## src/rtl/platform_pkg.sv

```systemverilog
// Shared constants and types for the platform position sequencer.
// Holds the reset layout, FSM encoding and LFSR parameters.
package platform_pkg;

    localparam int NUM_PLAT = 8;

    localparam logic [9:0] LAYOUT_X [NUM_PLAT] = '{
        10'd140, 10'd180, 10'd220, 10'd260, 10'd300, 10'd340, 10'd380, 10'd420
    };

    localparam logic [9:0] LAYOUT_Y [NUM_PLAT] = '{
        10'd40, 10'd96, 10'd152, 10'd208, 10'd264, 10'd320, 10'd376, 10'd432
    };

    typedef enum logic [1:0] {
        IDLE,
        SWEEP,
        DONE
    } sched_state_t;

    localparam logic [15:0] LFSR_SEED = 16'hACE1;
    // Feedback bits 15/13/12/10, i.e. polynomial x^16 + x^14 + x^13 + x^11 + 1
    localparam logic [15:0] LFSR_TAPS = 16'hB400;

endpackage

```

## src/rtl/lfsr16.sv

```systemverilog
// Free-running 16-bit Fibonacci LFSR, shifting left with feedback into bit 0.
// A nonzero seed keeps it off the all-zero lock-up state.
module lfsr16
    import platform_pkg::*;
#(
    parameter logic [15:0] SEED = LFSR_SEED
) (
    input  logic        clk,
    input  logic        rst,
    output logic [15:0] q
);

    logic [15:0] q_q;
    logic [15:0] q_d;

    always_comb begin
        q_d = {q_q[14:0], ^(q_q & LFSR_TAPS)};
    end

    always_ff @(posedge clk or posedge rst) begin
        if (rst) begin
            q_q <= SEED;
        end else begin
            q_q <= q_d;
        end
    end

    assign q = q_q;

endmodule

```

## src/rtl/platform_scheduler.sv

```systemverilog
// Per-frame sweep of the 8-entry platform table: scroll down, recycle off-screen slots.
// Optional horizontal drift of odd slots is enabled with `define PLATFORM_DRIFT_EN.
module platform_scheduler
    import platform_pkg::*;
#(
    parameter int         W          = 640,
    parameter int         H          = 480,
    parameter int         X_Min      = 140,
    parameter int         X_Max      = 499,
    parameter int         PLAT_W     = 40,
    parameter logic [7:0] PLAY_STATE = 8'd1
) (
    input  logic        Clk,
    input  logic        Reset,
    input  logic        frame_clk,
    input  logic [7:0]  state,
    input  logic        scroll_valid,
    input  logic [5:0]  scroll_amt,
    output logic [9:0]  Platform_X_out [0:NUM_PLAT-1],
    output logic [9:0]  Platform_Y_out [0:NUM_PLAT-1],
    output logic        busy,
    output logic        frame_done,
    output logic [3:0]  recycled,
    output logic        overrun
);

    // Rightmost legal left edge; the playfield is also clipped to the screen.
    localparam int X_RIGHT = ((X_Max < W) ? X_Max : (W - 1)) - PLAT_W + 1;
    localparam int R       = X_RIGHT - X_Min;

    logic [15:0] lfsr;
    logic        unused_lfsr_hi;

    lfsr16 #(.SEED(LFSR_SEED)) u_lfsr (
        .clk (Clk),
        .rst (Reset),
        .q   (lfsr)
    );

    assign unused_lfsr_hi = ^lfsr[15:9];

    sched_state_t fsm_q, fsm_d;
    logic [2:0]   sync_q, sync_d;
    logic [9:0]   x_q [NUM_PLAT];
    logic [9:0]   x_d [NUM_PLAT];
    logic [9:0]   y_q [NUM_PLAT];
    logic [9:0]   y_d [NUM_PLAT];
    logic [2:0]   idx_q, idx_d;
    logic [5:0]   amt_q, amt_d;
    logic [3:0]   cnt_q, cnt_d;
    logic         busy_q, busy_d;
    logic         frame_done_q, frame_done_d;
    logic [3:0]   recycled_q, recycled_d;
    logic         overrun_q, overrun_d;
`ifdef PLATFORM_DRIFT_EN
    logic [NUM_PLAT-1:0] dir_q, dir_d;
`endif

    logic        tick;
    logic [8:0]  v;
    logic [9:0]  off;
    logic [10:0] y_n;
    logic [10:0] y_wrap;
    logic        wrap;

    // sync_q[1:0] is the two-flop synchronizer, sync_q[2] the previous sample.
    assign tick   = sync_q[1] & ~sync_q[2];
    assign v      = lfsr[8:0];
    assign off    = (v > 9'(R)) ? (10'(v) - 10'(R)) : 10'(v);
    assign y_n    = {1'b0, y_q[idx_q]} + 11'(amt_q);
    assign y_wrap = y_n - 11'(H);
    assign wrap   = (y_n > 11'(H - 1));

    always_comb begin
        sync_d       = {sync_q[1:0], frame_clk};
        fsm_d        = fsm_q;
        x_d          = x_q;
        y_d          = y_q;
        idx_d        = idx_q;
        amt_d        = amt_q;
        cnt_d        = cnt_q;
        busy_d       = busy_q;
        frame_done_d = 1'b0;
        recycled_d   = recycled_q;
        // A frame edge landing anywhere outside IDLE is dropped and flagged.
        overrun_d    = overrun_q | (tick && (fsm_q != IDLE));
`ifdef PLATFORM_DRIFT_EN
        dir_d        = dir_q;
`endif

        case (fsm_q)
            IDLE: begin
                if (tick && (state == PLAY_STATE)) begin
                    amt_d  = scroll_valid ? scroll_amt : 6'd0;
                    cnt_d  = 4'd0;
                    idx_d  = 3'd0;
                    busy_d = 1'b1;
                    fsm_d  = SWEEP;
                end else if (tick && (state == 8'd0)) begin
                    x_d = LAYOUT_X;
                    y_d = LAYOUT_Y;
`ifdef PLATFORM_DRIFT_EN
                    dir_d = '1;
`endif
                end
            end

            SWEEP: begin
                if (wrap) begin
                    y_d[idx_q] = y_wrap[9:0];
                    x_d[idx_q] = 10'(X_Min) + off;
                    cnt_d      = cnt_q + 4'd1;
`ifdef PLATFORM_DRIFT_EN
                    dir_d[idx_q] = 1'b1;
`endif
                end else begin
                    y_d[idx_q] = y_n[9:0];
`ifdef PLATFORM_DRIFT_EN
                    // Hitting an edge reverses direction; X holds for that sweep.
                    if (idx_q[0]) begin
                        if (dir_q[idx_q]) begin
                            if (x_q[idx_q] >= 10'(X_RIGHT)) begin
                                dir_d[idx_q] = 1'b0;
                            end else begin
                                x_d[idx_q] = x_q[idx_q] + 10'd1;
                            end
                        end else begin
                            if (x_q[idx_q] <= 10'(X_Min)) begin
                                dir_d[idx_q] = 1'b1;
                            end else begin
                                x_d[idx_q] = x_q[idx_q] - 10'd1;
                            end
                        end
                    end
`endif
                end

                if (idx_q == 3'(NUM_PLAT - 1)) begin
                    busy_d       = 1'b0;
                    frame_done_d = 1'b1;
                    recycled_d   = cnt_d;
                    fsm_d        = DONE;
                end else begin
                    idx_d = idx_q + 3'd1;
                end
            end

            DONE: begin
                fsm_d = IDLE;
            end

            default: begin
                fsm_d = IDLE;
            end
        endcase
    end

    always_ff @(posedge Clk or posedge Reset) begin
        if (Reset) begin
            fsm_q        <= IDLE;
            sync_q       <= 3'b000;
            x_q          <= LAYOUT_X;
            y_q          <= LAYOUT_Y;
            idx_q        <= 3'd0;
            amt_q        <= 6'd0;
            cnt_q        <= 4'd0;
            busy_q       <= 1'b0;
            frame_done_q <= 1'b0;
            recycled_q   <= 4'd0;
            overrun_q    <= 1'b0;
`ifdef PLATFORM_DRIFT_EN
            dir_q        <= '1;
`endif
        end else begin
            fsm_q        <= fsm_d;
            sync_q       <= sync_d;
            x_q          <= x_d;
            y_q          <= y_d;
            idx_q        <= idx_d;
            amt_q        <= amt_d;
            cnt_q        <= cnt_d;
            busy_q       <= busy_d;
            frame_done_q <= frame_done_d;
            recycled_q   <= recycled_d;
            overrun_q    <= overrun_d;
`ifdef PLATFORM_DRIFT_EN
            dir_q        <= dir_d;
`endif
        end
    end

    assign Platform_X_out = x_q;
    assign Platform_Y_out = y_q;
    assign busy           = busy_q;
    assign frame_done     = frame_done_q;
    assign recycled       = recycled_q;
    assign overrun        = overrun_q;

endmodule
```

## config.mk

```make
export PLATFORM = sky130hd
export DESIGN_NAME = platform_scheduler
export DESIGN_NICKNAME = d
export VERILOG_FILES = /design/src/rtl/platform_pkg.sv /design/src/rtl/lfsr16.sv /design/src/rtl/platform_scheduler.sv
export SDC_FILE = /design/constraint.sdc
export NUM_CORES = 1
export LEC_CHECK = 0
export ABC_CLOCK_PERIOD_IN_PS = 16300
export CAP_MARGIN = 20
export CELL_PAD_IN_SITES_DETAIL_PLACEMENT = 1
export CELL_PAD_IN_SITES_GLOBAL_PLACEMENT = 1
export CORE_MARGIN = 1
export CORE_UTILIZATION = 43
export DETAILED_ROUTE_END_ITERATION = 7
export PLACE_DENSITY_LB_ADDON = 0.25
export SLEW_MARGIN = 20
export SYNTH_ARGS = -nofsm -noshare
export SYNTH_HDL_FRONTEND = slang
export SYNTH_SLANG_ARGS = --single-unit
```

## constraint.sdc

```tcl
create_clock -name Clk -period 16.3 [get_ports Clk]
set_clock_uncertainty 0.1 [all_clocks]
set_input_delay 2.445 -clock Clk [delete_from_list [all_inputs] [get_ports Clk]]
set_output_delay 2.445 -clock Clk [all_outputs]
set_load 0.005 [all_outputs]
```

After elaboration in Yosys (flattened, before gate mapping)
Cells that the tools add are included.
{"block": "word_totals", "reg_bits": 201, "inputBits": 18, "out_inout_bits": 167, "word_cells": 98}
{"block": "classes", "addsub": 6, "magnitude_cmp": 4, "n_eq_ne": 9, "muxes": 32, "bitwise_logic": 4, "reduce_logical": 17}
{"op": "80-bit two-way mux", "count": 6}
{"op": "80-bit one-hot mux with 2 select lines", "count": 2}
{"op": "80-bit bitwise mux", "count": 3}
{"op": "10-bit two-way mux", "count": 4}
{"op": "10-bit binary-select mux with 3-bit select", "count": 1}
{"op": "10-bit demux with 3-bit select", "count": 1}
{"op": "16-bit XOR reduction", "count": 1}
{"op": "2-bit != test, second input constant", "count": 6}
{"op": "10-bit by 6-bit adder with 11-bit output", "count": 1}
{"op": "11-bit by 9-bit > comparator with 1-bit output, second input constant", "count": 1}
{"op": "8-bit by 10-bit adder with 10-bit output, first input constant", "count": 1}
{"op": "10-bit by 9-bit subtractor with 10-bit output, second input constant", "count": 1}
{"op": "9-bit by 9-bit subtractor with 10-bit output, second input constant", "count": 1}
{"op": "9-bit > comparator, second input constant", "count": 1}
{"op": "3-bit AND reduction", "count": 3}
{"op": "8-bit by 1-bit == test with 1-bit output, second input constant", "count": 1}
{"op": "8-bit zero test", "count": 1}
{"op": "4-bit two-way mux", "count": 2}
{"op": "4-bit one-hot mux with 2 select lines", "count": 1}
{"op": "2-bit AND reduction", "count": 4}
{"op": "3-bit two-way mux", "count": 2}
{"op": "6-bit two-way mux", "count": 1}
{"op": "3-bit one-hot mux with 2 select lines", "count": 1}
{"op": "4-bit by 1-bit adder with 4-bit output, second input constant", "count": 1}
{"op": "other kinds (17)", "count": 25}

Depth between registers and ports, before layout
Gate-level depths: netlist of the first run.
{"block": "depth", "word_depth": 9, "mapped_depth": 22, "ltp_nobuf": 18}

Modules after synthesis
From an unflattened synthesis of the first run, not the netlist that was laid out.
{"block": "unflattened", "cells_unflattened": 863, "area_unflattened_um2": 9364.0}
{"mod": "platform_scheduler", "instances": 1, "cells_per_inst": 828, "area_each_um2": 8811.0, "seq_area_each_um2": 4698.3}
{"mod": "lfsr16", "instances": 1, "cells_per_inst": 35, "area_each_um2": 553.0, "seq_area_each_um2": 410.4}

Worst setup path after synthesis of the first run
No wires, ideal clock.
{"block": "synth_path", "path_type": "reg2reg", "from": "reg idx_q[0]", "to": "reg x_q (netlist bit Platform_X_out[79])", "setup_ns": 0.121, "t_arrival_ns": 4.618, "required_time_ns": 16.079, "setup_slack_ns": 11.461, "stages_incl_launch_ff": 19, "n_path_buf": 3, "period_less_slack_ns": 4.839, "cell_sequence": "dfrtp_1 -> buf_1 -> clkbuf_1 -> clkbuf_1 -> mux2i_1 -> o21ai_0 -> a221oi_1 -> nand3_1 -> fa_1 -> a211o_1 -> a211oi_1 -> or2_2 -> xnor2_1 -> ha_1 -> a21oi_1 -> o31a_4 -> nand2_2 -> o21ai_1 -> a22o_1"}
{"block": "synth_via", "elab_chain_len": 8, "elab_cells_between_ends": 16, "classes_between": "add/sub: 1; order compare: 3; eq/ne: 1; mux: 8; bitwise: 1; reduce/logical: 2"}
{"item": "start, declared", "line_no": "platform_scheduler.sv:48", "text": "logic [2:0] idx_q, idx_d;"}
{"item": "start signal, assigned", "line_no": "platform_scheduler.sv:179", "text": "idx_q <= idx_d;"}
{"item": "3-bit inverter with 4-bit output (not written as such) (*)", "line_no": "platform_scheduler.sv:70, platform_scheduler.sv:111"}
{"item": "10-bit binary-select mux with 3-bit select, or another cell as far along", "line_no": "platform_scheduler.sv:70", "text": "assign y_n = {1'b0, y_q[idx_q]} + 11'(amt_q);"}
{"item": "10-bit two-way mux (not written as such) / 1-bit logical AND (equally long branches)", "line_no": "platform_scheduler.sv:70, platform_scheduler.sv:111"}
{"item": "10-bit two-way mux (on tied branches)", "line_no": "platform_scheduler.sv:70, platform_scheduler.sv:111"}
{"item": "10-bit by 6-bit adder with 11-bit output / 10-bit demux with 3-bit select (equally long branches)", "line_no": "platform_scheduler.sv:70, platform_scheduler.sv:111"}
{"item": "11-bit by 9-bit > comparator with 1-bit output / 80-bit bitwise mux (equally long branches)", "line_no": "platform_scheduler.sv:72, platform_scheduler.sv:111"}
{"item": "2-bit != test (no source line) / 80-bit two-way mux (equally long branches)"}
{"item": "4-bit AND reduction (no source line) / 80-bit one-hot mux with 2 select lines (equally long branches)"}
{"item": "end signal, assigned", "line_no": "platform_scheduler.sv:162", "text": "x_q <= LAYOUT_X;"}
{"item": "end signal, assigned", "line_no": "platform_scheduler.sv:177", "text": "x_q <= x_d;"}
{"item": "end, declared", "line_no": "platform_scheduler.sv:44", "text": "logic [9:0] x_q [NUM_PLAT];"}
Every way passes the cells marked *; elsewhere a longest branch is shown, timed or not. The select of a mux whose other input is x is not followed.
A chain may end at the register's enable or synchronous reset.

Worst setup path in the final report of the first run
{"block": "layout_path", "from": "reg idx_q[2]", "to": "reg x_q (netlist bit Platform_X_out[78])"}
The elaborated chain is that of the path after synthesis.

==> flow_summary.yaml, run 1 <==
setup_path:
  path_class: "register to register"
  arrival_ns: 6.27
  rrSetupSlack_ns: 10.40
  cpPeakStageDelay_ns: 0.71
  cp_slowest_cell: "dfrtp_1"
  crit_path_end_kind: "register"
  startpoint: "idx_q[2]$_DFFE_PP0P_"
  path_max_fanout: 41
  crit_chain: "buf_4, mux2_2, a21oi_1, nor2_1, a31oi_1, o21ai_0, ha_1, fa_1, a211o_1, o21ai_1, xor2_1, nor4_1, a21oi_1, o31a_4, nand2_2, o21ai_1, a22o_1"
  required_ns: 16.67
  critPathBufInv: 1
  reg2reg_from: "idx_q[2]$_DFFE_PP0P_"
  startpoint_type: "register"
  crit_family: "compound AO/OA/AOI/OAI gates"
power:
  power.density_nw_per_um2: 97.2
  ir_worst_vdd_mv: 0.0695
  p_leak_nw: 5.25
  power_mw: 1.17
clock_tree:
  post_cts_buffers: 0
  cts_resized: 0
  cts_max_level: 1
  cts_tree: "done"
  clk_latency_ns: 0.53
  clkTransAtPathRegs_ns: 0.06
  cts_buffers: 23
  clkSinkCount: 201
  cts_root_buffer: "clkbuf_16"
  clk_path_buf_depth: 3
  cts_hold_buf: 0
floorplan:
  core_area_um2: 21000
  start_util_pct: 44.0
  dieArea_um2: 22100
  rows: 53
  fp.dieH_um: 149
  ioPinCount: 185
  die_width_um: 149
global_routing:
  grt_max_degree: 150
  antenna_found_initial: 0
  grt_overflow: 0
  grtUsageTotal_pct: 28.7
  first_global_vias: 8438
  grt_pass1_wl_mm: 48.9
synthesis:
  syn-cell-area_um2: 9240
  syn_avg_cell_area_um2: 10.7
  synth_flop_cell: "dfrtp_1"
  yosysUniqueCellTypes: 70
  synth_edf_count: 0
  ys_ff_latch: 201
  syn_nets: 895
  ys_seq_area_share_pct: 55.3
  ys_warn_count: 0
  netlist_instances: 860
  synthArstFlopShare_pct: 100
cells_and_area:
  insertedDiodeCount: 0
  drive_gt1_share_pct: 14.8
  syn2layout_area_growth_pct: 30.8
  nets: 1061
  utilization_pct: 57.5
drt:
  met2_length_mm: 15.5
  wirelength_mm: 30.8
  via_per_inst: 5.90
  drcViolationCount: 0
  route.met3.wl_mm: 1.87
  route.top_layer_used: "met4"
  wl_met1_mm: 12.9
  first_pass_iters: 4
  drt_iter0_drc: 430
  ant_nets: 0
  vias: 7778
  wire_per_inst_um: 23.4
timing:
  min_period_ns: 5.90
  hold_violations: 0
  fin_setup_tns_ns: 0
  fin_ws_ns: 10.40
  rsz0062_at_grt: "false"
  max_slew_margin_pct: 29.3
  drv_slew: 0
  tightest_slew_ns: 1.06
  finalCritPeriodShare_pct: 36.2
  max_freq_mhz: 169
  setup_viol: 0
worst_hold_path:
  worstHoldPathType: "register to register"
  worstHoldStart: "sync_q[0]$_DFF_PP0_"
placed_design:
  gp_congestion: 0.876
  port_buffers: 184
  pre_cts_ws_ns: 10.32
  dp_hpwl_mm: 21.0
job:
  max_cap_violations: 0
run_status:
  status: "completed"
==> cells by family after synthesis <==
group           after synthesis  share of synthesized area [%]
mux                          31                           4.55
simple gates                233                           12.1
xor+xnor                     25                           2.37
fa+ha+maj                    17                           2.38
compound gates              281                           20.1
buf+inv                      72                           3.14
flops                       201                           55.3
==> state kept, by name, indices dropped and copies added (netlist names), 2 cells and up <==
register        cells
Platform_X_out     80
Platform_Y_out     80
amt_q               6
cnt_q               4
fsm_q               2
idx_q               3
recycled            4
sync_q              3
u_lfsr.q           16
==> layout by cell type (no fill, tap or decap), types with 4 or more instances in the layout <==
cell and n:
a31oi_1 4, xnor2_1 17, nand3_1 71, inv_1 18, nand2b_1 5, o2bb2ai_1 9
a21oi_1 24, mux4_2 8, nand3b_1 6, o211ai_1 8, clkdlybuf4s50_1 184, mux2_2 7
ha_1 16, o311ai_1 12, nor2_2 4, mux2i_1 15, o21ai_0 101, a2bb2oi_1 10
xor2_1 8, clkbuf_8 4, buf_4 10, nor4_1 4, clkbuf_16 23, nand2_1 75
dfstp_2 63, nor2_1 34, o21ai_2 9, a22o_1 38, nor3_1 11, clkbuf_1 8
o21ai_1 35, dfrtp_1 138
==> synthesized netlist by cell type (2+ instances only) <==
library cell | number | area share (%)
or2_2 | 2 | 0.14
o311ai_1 | 12 | 1.1
a211oi_1 | 3 | 0.24
nand3_1 | 71 | 3.8
xnor2_1 | 17 | 1.6
a22oi_1 | 3 | 0.24
nor3_1 | 11 | 0.60
a2bb2oi_1 | 10 | 0.95
nor2b_1 | 4 | 0.27
nand2_1 | 75 | 3.0
xor2_1 | 8 | 0.76
o21ai_2 | 9 | 0.85
dfstp_2 | 63 | 18
nor2_4 | 2 | 0.24
o21ai_1 | 35 | 1.9
and3_1 | 2 | 0.14
nand4_1 | 2 | 0.14
or3b_2 | 2 | 0.19
dfrtp_1 | 138 | 37
ha_1 | 16 | 2.2
buf_1 | 9 | 0.37
a21o_1 | 3 | 0.24
a21oi_1 | 24 | 1.3
o21ai_0 | 101 | 5.5
o211ai_1 | 8 | 0.65
a22o_1 | 38 | 3.6
nand3b_1 | 6 | 0.49
nand2b_1 | 5 | 0.34
clkbuf_1 | 35 | 1.4
a31oi_1 | 4 | 0.27
o31ai_1 | 2 | 0.16
buf_2 | 7 | 0.38
nor2_1 | 35 | 1.4
mux2_2 | 7 | 0.85
mux4_2 | 8 | 1.9
inv_1 | 19 | 0.77
o21a_1 | 3 | 0.24
o2bb2ai_1 | 9 | 0.85
nor2_2 | 4 | 0.27
nor4_1 | 4 | 0.27
mux2i_1 | 15 | 1.6
==> layout make-up <==
cell class | count | area (um^2)
inverter | 19 | 83.8
clock inverter | 7 | 119
multi-input combinational | 587 | 3850
fill | 2220 | 8940
timing repair buffer | 194 | 1920
sequential | 201 | 5110
tap | 275 | 344
clock buffer | 35 | 661
==> worst register-to-register path, cell delays in order, from the launching register on <==
cell and delay [ns]:
dfrtp_1 0.71, buf_4 0.47, mux2_2 0.39, a21oi_1 0.15, nor2_1 0.06, a31oi_1 0.16, o21ai_0 0.10, ha_1 0.23
fa_1 0.42, a211o_1 0.30, o21ai_1 0.10, xor2_1 0.57, nor4_1 0.19, a21oi_1 0.43, o31a_4 0.57, nand2_2 0.30
o21ai_1 0.37, a22o_1 0.23
==> per-stage QoR <==
step	hold slack [ns]	cell area [um^2]	cells
final	0.247	12100	1318
after global routing	0.256	12100	1318
after CTS	0.248	12100	1318
after detailed placement	0.236	11300	1276
after global placement	0.235	11300	1276
after floorplan	0.231	9240	860
==> per-layer routing <==
| metal | vias to the layer above | GRT usage, % |
|---|---|---|
| met5 | - | 0 |
| met4 | 0 | 7.68 |
| met3 | 43 | 4.94 |
| met2 | 222 | 49.1 |
| met1 | 4041 | 37.4 |
| li1 | 3472 | - |
==> final timing paths <==
path	end	depth (start not counted)
worst max-delay path	Platform_X_out[78]$_DFFE_PP0P_	17
worst min-delay path	sync_q[1]$_DFF_PP0_	0
worst max register to register	Platform_X_out[78]$_DFFE_PP0P_	17
worst min register to register	sync_q[1]$_DFF_PP0_	0
max in group asynchronous	Platform_X_out[25]$_DFFE_PP0P_	3
min in group asynchronous	sync_q[0]$_DFF_PP0_	2
==> power by group <==
part           internal [mW]  leakage, nW  switching, mW
Clock                  0.327        0.373          0.211
Combinational         0.0455         2.58         0.0700
Sequential             0.510         2.30         0.0106
Total                  0.883         5.25          0.292
Power figures use the tool's default switching activity.
==> inputs of run 2 (changes only) <==
--- a/config.mk
+++ b/config.mk
@@ -5,12 +5,12 @@
 export SDC_FILE = /design/constraint.sdc
 export NUM_CORES = 1
 export LEC_CHECK = 0
-export ABC_CLOCK_PERIOD_IN_PS = 16300
+export ABC_CLOCK_PERIOD_IN_PS = 6100
 export CAP_MARGIN = 20
 export CELL_PAD_IN_SITES_DETAIL_PLACEMENT = 1
 export CELL_PAD_IN_SITES_GLOBAL_PLACEMENT = 1
 export CORE_MARGIN = 1
-export CORE_UTILIZATION = 43
+export CORE_UTILIZATION = 40
 export DETAILED_ROUTE_END_ITERATION = 7
 export PLACE_DENSITY_LB_ADDON = 0.25
 export SLEW_MARGIN = 20
==> constraint.sdc (replaced) <==
create_clock -name Clk -period 6.1 [get_ports Clk]
set_clock_uncertainty 0.1 [all_clocks]
set_input_delay 0.915 -clock Clk [delete_from_list [all_inputs] [get_ports Clk]]
set_output_delay 0.915 -clock Clk [all_outputs]
set_load 0.005 [all_outputs]
==> run 2 against run 1 <==
Effect of this change: final cell count grew 1.2%; first-iteration DRC count is 3.7% lower; worst setup slack lost 9.9 ns; combinational power rose to 2.8 times the previous value; sequential share of layout area down 0.28 points; clock-buffer cell count decreased by 1; final area up 0.67%; routed wire length is 2.7% higher; critical endpoint is now Platform_X_out[74]$_DFFE_PP0P_; utilization down 3.8 points.
==> flow_summary.yaml, run 2 (synthesized netlist as in run 1, its figures left out) <==
cells_and_area:
  layoutNonFillerInstCount: 1334
  drive_gt1_share_pct: 15.4
  layout_common_cells: "clkdlybuf4s50_1, dfrtp_1, o21ai_0, nand2_1, nand3_1"
  final_common_cell: "clkdlybuf4s50_1"
  insertedDiodeCount: 0
  fillerInstances: 2411
  syn2layout_area_growth_pct: 31.7
  nets: 1068
power:
  pwr-share-clk_pct: 45.7
  seqPwrFrac_pct: 44.2
  ir_worst_vdd_mv: 0.181
  p_leak_nw: 5.30
  comb_power_share_pct: 10.1
  total_switching_power_uw: 770
  power.density_nw_per_um2: 259
  p_sw_share_pct: 24.5
  internal_power_mw: 2.38
placed_design:
  dpl.cell_count: 1294
  port_buffers: 184
  dp_hpwl_mm: 22.1
  gp_congestion: 0.842
timing:
  max_slew_margin_pct: 26.8
  fin_setup_tns_ns: 0
  hold_violations: 0
  tightest_slew_ns: 1.07
  rsz0062_at_grt: "false"
  min_period_ns: 5.61
  finalCritPeriodShare_pct: 91.9
  drv_slew: 0
  hold_ws_ns: 0.249
  max_freq_mhz: 178
  setup_viol: 0
setup_path:
  cpPeakStageDelay_ns: 0.80
  crit_chain: "buf_4, nor2b_1, a22oi_1, o21ai_0, ha_1, a211o_1, a211oi_1, or2_2, xnor2_1, ha_1, a21oi_1, o31a_4, nand2_2, o21ai_1, a22o_1"
  startpoint_type: "register"
  rrSetupSlack_ns: 0.49
  crit_family: "compound AO/OA/AOI/OAI gates"
  path_class: "register to register"
  cp.depth: 15
  r2r_cells: 15
  path_max_fanout: 41
  arrival_ns: 5.95
  crit_path_end_kind: "register"
  cp_slowest_cell: "dfrtp_1"
  critPathBufInv: 1
  path_common_cell: "ha_1"
  required_ns: 6.44
clock_tree:
  cts_buffers: 22
  clkSinkCount: 201
  clk_latency_ns: 0.51
  clkTransAtPathRegs_ns: 0.07
  cts_max_level: 1
  cts_root_buffer: "clkbuf_16"
  post_cts_buffers: 0
  cts_resized: 0
  cts_tree: "done"
  cts_hold_buf: 0
  clk_path_buf_depth: 3
worst_hold_path:
  min_path_cells: 0
  worstHoldPathType: "register to register"
drt:
  via_per_inst: 5.87
  drcViolationCount: 0
  ant_nets: 0
  wire_per_inst_um: 23.7
  wirelength_mm: 31.7
  drt_iter0_drc: 414
  first_pass_iters: 5
  vias: 7825
floorplan:
  rows: 55
  ioPinCount: 185
  start_util_pct: 40.8
  fp.dieH_um: 154
  die_width_um: 154
  dieArea_um2: 23700
  core_area_um2: 22600
job:
  max_cap_violations: 0
run_status:
  status: "completed"
global_routing:
  grtUsageTotal_pct: 27.2
  first_global_vias: 8308
  grt_max_degree: 117
  antenna_found_initial: 0
  grt_overflow: 0
  grt_pass1_wl_mm: 49.9
-- run 2: worst paths after layout --
path	startpoint	end
worst max-delay path	idx_q[0]$_DFFE_PP0P_	Platform_X_out[74]$_DFFE_PP0P_
worst max register to register	idx_q[0]$_DFFE_PP0P_	Platform_X_out[74]$_DFFE_PP0P_
worst min-delay path	sync_q[0]$_DFF_PP0_	sync_q[1]$_DFF_PP0_
worst min register to register	sync_q[0]$_DFF_PP0_	sync_q[1]$_DFF_PP0_
max in group asynchronous	Reset	Platform_Y_out[70]$_DFFE_PP0P_
min in group asynchronous	Reset	cnt_q[1]$_DFFE_PP0P_
-- run 2: cell type report --
cell class              count  area, um^2  share of cell area (%)
well taps                 285         357                    2.93
clock inverters             6         110                   0.905
multi-input cells         587        3850                    31.6
clock buffers              34         677                    5.56
repair buffers            202        1990                    16.4
inverters                  19        75.1                   0.617
flip-flops and latches    201        5110                    42.0
-- run 2: per-layer routing --
layer | track usage, % | part of all wire, % | up-vias
met5 | 0 | 0 | -
met1 | 37.3 | 45 | 4045
met3 | 4.09 | 5.3 | 49
li1 | - | - | 3480
met4 | 6.81 | 2.0 | 0
met2 | 45.3 | 48 | 251
-- run 2: metrics by stage --
step	instance area, um^2	setup WS [ns]	total power, mW	util [%]
after floorplan	9250	1.26	1.60	-
after global placement	11400	0.859	1.72	50.3
after detailed placement	11400	0.619	1.73	50.3
after CTS	12200	0.549	3.17	53.7
after global routing	12200	0.102	3.26	53.7
final	12200	0.492	3.15	53.7
-- run 2: power by group through the flow --
stage               clock [mW]  combinational (mW)  sequential, mW
global placement             0               0.306            1.41
floorplan                    0               0.194            1.40
CTS                       1.46               0.321            1.39
global route              1.51               0.348            1.39
detailed placement           0               0.316            1.41
finish                    1.44               0.319            1.39
